--- config.mk ---
export PLATFORM = sky130hd
export DESIGN_NAME = vedic_mul16_seq_ctrl
export DESIGN_NICKNAME = d
export VERILOG_FILES = /design/src/rtl/vedic_mul16_seq_ctrl.sv
export SDC_FILE = /design/constraint.sdc
export NUM_CORES = 1
export LEC_CHECK = 0
export BUFFER_PORTS_ARGS = -buffer_cell sky130_fd_sc_hd__buf_2
export CORE_ASPECT_RATIO = 0.9
export CORE_MARGIN = 8
export CORE_UTILIZATION = 40
export CTS_CLUSTER_SIZE = 28
export DETAILED_ROUTE_END_ITERATION = 8
export PLACE_DENSITY_LB_ADDON = 0.15
export SKIP_LAST_GASP = 1
export SLEW_MARGIN = 5
export SYNTH_ARGS = -nofsm -noshare
export SYNTH_HDL_FRONTEND = slang
export SYNTH_HIERARCHICAL = 1
export SYNTH_SLANG_ARGS = --single-unit
--- constraint.sdc ---
create_clock -name clk -period 12.75 [get_ports clk]
set_input_delay 1.275 -clock clk [delete_from_list [all_inputs] [get_ports clk]]
set_output_delay 1.275 -clock clk [all_outputs]
set_load 0.01 [all_outputs]
--- src/rtl/vedic_mul16_seq_ctrl.sv ---
`default_nettype none
// ---------------------------------------------------------------------------
// | Module      : vedic_8X8 / vedic_mul16_seq_ctrl                           |
// | Description : Area-lean unsigned 16x16->32 multiplier. One 8x8 Vedic    |
// |               multiplier is reused over four partial products that are  |
// |               summed into a 32-bit accumulator.                         |
// | Ports (top) : clk, rst (sync, active-high)                              |
// |               in_valid/in_ready/in_a[15:0]/in_b[15:0]  operand handshake|
// |               out_valid/out_ready/out_p[31:0]          product handshake|
// |               busy                                      not IDLE        |
// | Revision    : 1.0  initial release                                      |
// ---------------------------------------------------------------------------

// 8x8 unsigned multiplier, Urdhva-Tiryagbhyam split into four 4x4 crosswise
// products: p = ll + (lh + hl) << 4 + hh << 8.
module vedic_8X8 (
   input  logic [7:0]  a,
   input  logic [7:0]  b,
   output logic [15:0] p
);
   logic [7:0] w_ll;
   logic [7:0] w_lh;
   logic [7:0] w_hl;
   logic [7:0] w_hh;
   logic [8:0] w_mid;

   // Operands are zero-extended so each partial product keeps all 8 bits.
   assign w_ll  = {4'b0, a[3:0]} * {4'b0, b[3:0]};
   assign w_lh  = {4'b0, a[3:0]} * {4'b0, b[7:4]};
   assign w_hl  = {4'b0, a[7:4]} * {4'b0, b[3:0]};
   assign w_hh  = {4'b0, a[7:4]} * {4'b0, b[7:4]};
   assign w_mid = {1'b0, w_lh} + {1'b0, w_hl};
   assign p     = {8'b0, w_ll} + {3'b0, w_mid, 4'b0} + {w_hh, 8'b0};
endmodule

module vedic_mul16_seq_ctrl #(
   parameter int unsigned PIPE_MUL = 0
) (
   input  logic        clk,
   input  logic        rst,
   input  logic        in_valid,
   output logic        in_ready,
   input  logic [15:0] in_a,
   input  logic [15:0] in_b,
   output logic        out_valid,
   input  logic        out_ready,
   output logic [31:0] out_p,
   output logic        busy
);
   localparam logic [1:0] c_s_idle  = 2'd0;
   localparam logic [1:0] c_s_mul   = 2'd1;
   localparam logic [1:0] c_s_drain = 2'd2;
   localparam logic [1:0] c_s_done  = 2'd3;

   logic [1:0]  r_state;
   logic [1:0]  w_state_next;
   logic [1:0]  r_step;
   logic [15:0] r_a;
   logic [15:0] r_b;
   logic [31:0] r_acc;
   logic [31:0] r_p;

   logic [7:0]  w_mul_a;
   logic [7:0]  w_mul_b;
   logic [15:0] w_prod;
   logic [15:0] w_add_prod;
   logic [1:0]  w_add_step;
   logic        w_acc_en;
   logic [31:0] w_term;
   logic [31:0] w_acc_next;

   // Step selects which byte of each operand feeds the shared multiplier.
   assign w_mul_a = r_step[0] ? r_a[15:8] : r_a[7:0];
   assign w_mul_b = r_step[1] ? r_b[15:8] : r_b[7:0];

   vedic_8X8 u_mul (
      .a (w_mul_a),
      .b (w_mul_b),
      .p (w_prod)
   );

   generate
      if (PIPE_MUL != 0) begin : g_pipe
         // Registered product plus the step it belongs to; accumulation
         // trails the multiply by one edge, DRAIN absorbs the last one.
         logic [15:0] r_pprod;
         logic [1:0]  r_pstep;
         logic        r_pv;

         always_ff @(posedge clk) begin
            if (rst) begin
               r_pprod <= 16'd0;
               r_pstep <= 2'd0;
               r_pv    <= 1'b0;
            end else begin
               r_pprod <= w_prod;
               r_pstep <= r_step;
               r_pv    <= (r_state == c_s_mul);
            end
         end

         assign w_add_prod = r_pprod;
         assign w_add_step = r_pstep;
         assign w_acc_en   = r_pv;
      end else begin : g_comb
         assign w_add_prod = w_prod;
         assign w_add_step = r_step;
         assign w_acc_en   = (r_state == c_s_mul);
      end
   endgenerate

   always_comb begin
      w_term = {16'b0, w_add_prod};
      case (w_add_step)
         2'd1, 2'd2: w_term = {8'b0, w_add_prod, 8'b0};
         2'd3:       w_term = {w_add_prod, 16'b0};
         default:    w_term = {16'b0, w_add_prod};
      endcase
   end

   // Partial sums top out at 0xFFFE0001, so 32 bits never carry out.
   assign w_acc_next = w_acc_en ? (r_acc + w_term) : r_acc;

   // State register
   always_ff @(posedge clk) begin
      if (rst) begin
         r_state <= c_s_idle;
      end else begin
         r_state <= w_state_next;
      end
   end

   // Next-state logic
   always_comb begin
      w_state_next = r_state;
      case (r_state)
         c_s_idle:  if (in_valid) w_state_next = c_s_mul;
         c_s_mul:   if (r_step == 2'd3)
                       w_state_next = (PIPE_MUL != 0) ? c_s_drain : c_s_done;
         c_s_drain: w_state_next = c_s_done;
         c_s_done:  if (out_ready) w_state_next = c_s_idle;
         default:   w_state_next = c_s_idle;
      endcase
   end

   // Output logic
   always_comb begin
      in_ready  = (r_state == c_s_idle);
      out_valid = (r_state == c_s_done);
      busy      = (r_state != c_s_idle);
   end

   assign out_p = r_p;

   // Datapath. out_p has its own register so it holds the last product
   // while the accumulator is cleared and reused for the next operation.
   always_ff @(posedge clk) begin
      if (rst) begin
         r_a    <= 16'd0;
         r_b    <= 16'd0;
         r_acc  <= 32'd0;
         r_step <= 2'd0;
         r_p    <= 32'd0;
      end else begin
         if ((r_state == c_s_idle) && in_valid) begin
            r_a    <= in_a;
            r_b    <= in_b;
            r_acc  <= 32'd0;
            r_step <= 2'd0;
         end else begin
            r_acc <= w_acc_next;
            if (r_state == c_s_mul) begin
               r_step <= r_step + 2'd1;
            end
         end
         if ((r_state != c_s_done) && (w_state_next == c_s_done)) begin
            r_p <= w_acc_next;
         end
      end
   end
endmodule
`default_nettype wire

==> impl_metrics.ini <==
[synth]
synth.most_common_cell = nand2_1
netlist_top_cells_count = nand2_1, dfxtp_1, ha_1
seq_area_frac_synth = 0.2491
yosys.area.top_type = dfxtp_1
syn_avg_cell_area_um2 = 8.233
synth_nets = 1139
postSynth.asyncResetShare = 0
synth_edf_count = 0
synth.distinct_cells = 57
ys_ff_latch = 100
synth_top_cell_area_share = 0.2491
yosys-top-cells-area = dfxtp_1, ha_1, fa_1, nand2_1, a21oi_1
synthFlopType = dfxtp_1
synth_warnings = 6
synthCells = 976
synth_area_mm2 = 0.008035

[setup_path]
slowest_stage = dfxtp_1
crit_fanout = 11
slowest_delay_ps = 620
critPathCaptureType = register
crit_type = reg2reg
crit_path_frequent_cell = fa_1
crit_required_ps = 13020
arrival_ps = 9270
start_kind = register

[detailed_routing]
vias = 6691
dr.pass1.iters = 4
wl_per_cell_um = 15.87
drt_iter0_drc = 300
avgViaCountPerCell = 5.248
ant_nets = 0
wirelength_mm = 20.24
drc = 0

[global_route]
grt_pass1_vias = 6501
grt_pass1_wl_mm = 33.35
overflow = 0
antenna_found_initial = 0
grt_max_degree = 69
grt_usage = 0.1667

[layout]
nFillCells = 2014
regArea_mm2 = 0.002002
multi_input_area_mm2 = 0.005600
drive_gt1_frac = 0.1158
fin_nets = 1177
fin_util = 0.4467
area_growth_pct = 10.43

[sta]
layout_min_cycle_time_ps = 8996
setup_ws_ps = 3754
slew_viol_final = 0
setup_viol = 0
fin_setup_tns_ps = 0
clock_skew_ps = 21.47
rsz0062_at_grt = no
tightest_slew_ps = 1117
hold_viol = 0
slew_headroom = 0.2557
fin_crit_sh = 0.7056
maxClockFrequency_mhz = 111.2

[power]
p_leak_uw = 0.004241
p_int_uw = 495.1
vdd_ir_drop_max_mv = 0.05518
switchingPower_uw = 211.1
share_seq_of_total_power = 0.461
p_sw_frac = 0.2989
pwr-share-clk = 0.396
p_per_area_mw_per_mm2 = 79.58
comb_power_share = 0.142

[die]
dieWidth_um = 165.4
dieArea_mm2 = 0.02489
core_mm2 = 0.01986
die_h_um = 150.5
rows = 49
initial_core_util = 0.4045
io_pins = 71

[clocking]
cts.clk_slew.worst_paths_ps = 80
post-cts-setup-buffers = 0
htreeDepth = 3
ctsRootBufferMaster = clkbuf_16
cts_tree = done
ctsHoldBuffers = 0
cts_resized = 0
clock-sinks = 100
clk_path_buf_depth = 2
cts-buffers-inserted = 9
clk_latency_ps = 360

[status]
status = complete, no violations

[placed_design]
hpwl_mm = 15.56
gp_congestion = 0.8562
dpl_worst_slack_ps = 3766
portBuffers = 70

[flow_run]
drv_cap = 0

[worst_hold_path]
hp-class = reg2reg
## through the flow
step           hold WS (ps)  cell area (um^2)  power [uW]  cells
4_1_cts               459.3              8871       716.2   1274
5_1_grt               472.1              8871       740.4   1274
3_3_place_gp          442.8              8568       432.9   1258
3_5_place_dp          448.9              8568       433.4   1258
6_report              455.1              8874       706.2   1275
2_1_floorplan         432.9              8035       401.8    976
## per-layer routing
layer | up-vias | GRT usage | wire, um
met4 | 0 | 0.03657 | 209
met3 | 14 | 0.02652 | 803
met2 | 110 | 0.2433 | 8480
met1 | 3107 | 0.2510 | 10750
met5 | - | 0 | 0
li1 | 3460 | - | -
## worst paths after layout
| kind | startpoint | end | slack (ps) | cells past startpoint |
|---|---|---|---|---|
| min reg2reg | r_b[7]$_SDFFE_PP0P_ | r_b[7]$_SDFFE_PP0P_ | 460 | 2 |
| max reg2reg | r_step[1]$_SDFFE_PP0P_ | out_p[27]$_SDFFE_PP0P_ | 3750 | 34 |
| min | r_b[7]$_SDFFE_PP0P_ | r_b[7]$_SDFFE_PP0P_ | 460 | 2 |
| max | r_step[1]$_SDFFE_PP0P_ | out_p[27]$_SDFFE_PP0P_ | 3750 | 34 |
## cells by family (layout without fill, tap and decap cells)
logic type                 after synthesis  after routing  synth area share
other                                    0              1                 0
buffers and inverters                  117            160           0.05559
and+or+nand+nor                        323            323            0.1881
muxes                                   33             33           0.04360
DFF                                    100            100            0.2491
adders and majority gates              127            127            0.2258
xor gates and xnor gates                41             41           0.04469
AOI/OAI and AO/OA                      235            235            0.1931
## area by class of cell
type                            instances  area share
Tap cell                              255     0.03596
Sequential cell                       100      0.2256
Timing Repair Buffer                   75     0.04371
Clock inverter                          7    0.008742
Antenna cell                            1   0.0002820
Inverter                               69     0.02919
Clock buffer                            9     0.02538
Multi-Input combinational cell        759      0.6311
## flip-flops by register name (all words and copies together), names as in the netlist
name	cells
r_state	2
r_acc	32
r_b	16
r_a	16
out_p	32
r_step	2
## cells in the final DEF, fill, tap and decap left out, types with 8 or more instances in the layout
| cell | count |
|---|---|
| a22o_1 | 8 |
| a21o_1 | 19 |
| and2_1 | 63 |
| o21ai_0 | 19 |
| inv_1 | 69 |
| a21oi_1 | 86 |
| mux2_2 | 16 |
| nor2b_1 | 10 |
| nand3_1 | 15 |
| a211oi_1 | 36 |
| clkbuf_16 | 9 |
| nand2_1 | 115 |
| a22oi_1 | 8 |
| buf_2 | 70 |
| ha_1 | 97 |
| a31oi_1 | 9 |
| xnor2_1 | 32 |
| fa_1 | 30 |
| nor2_1 | 83 |
| xor2_1 | 9 |
| dfxtp_1 | 100 |
| mux2i_1 | 17 |
## power groups by stage
stage | logic [uW] | registers, uW | clock network [uW]
after floorplan | 72.2 | 330 | 0
after global placement | 99.6 | 333 | 0
after detailed placement | 100 | 333 | 0
after CTS | 101 | 326 | 290
after global routing | 112 | 327 | 301
final | 100 | 326 | 280
## critical path, delay by kind of cell (launching register included)
kind	cells	cell delay, ps
flops	1	620
simple gates	1	110
buf+inv	4	310
compound gates	17	3430
xor+xnor	2	240
mux	1	470
fa+ha+maj	9	3720
(Power assumes the default switching activity.)
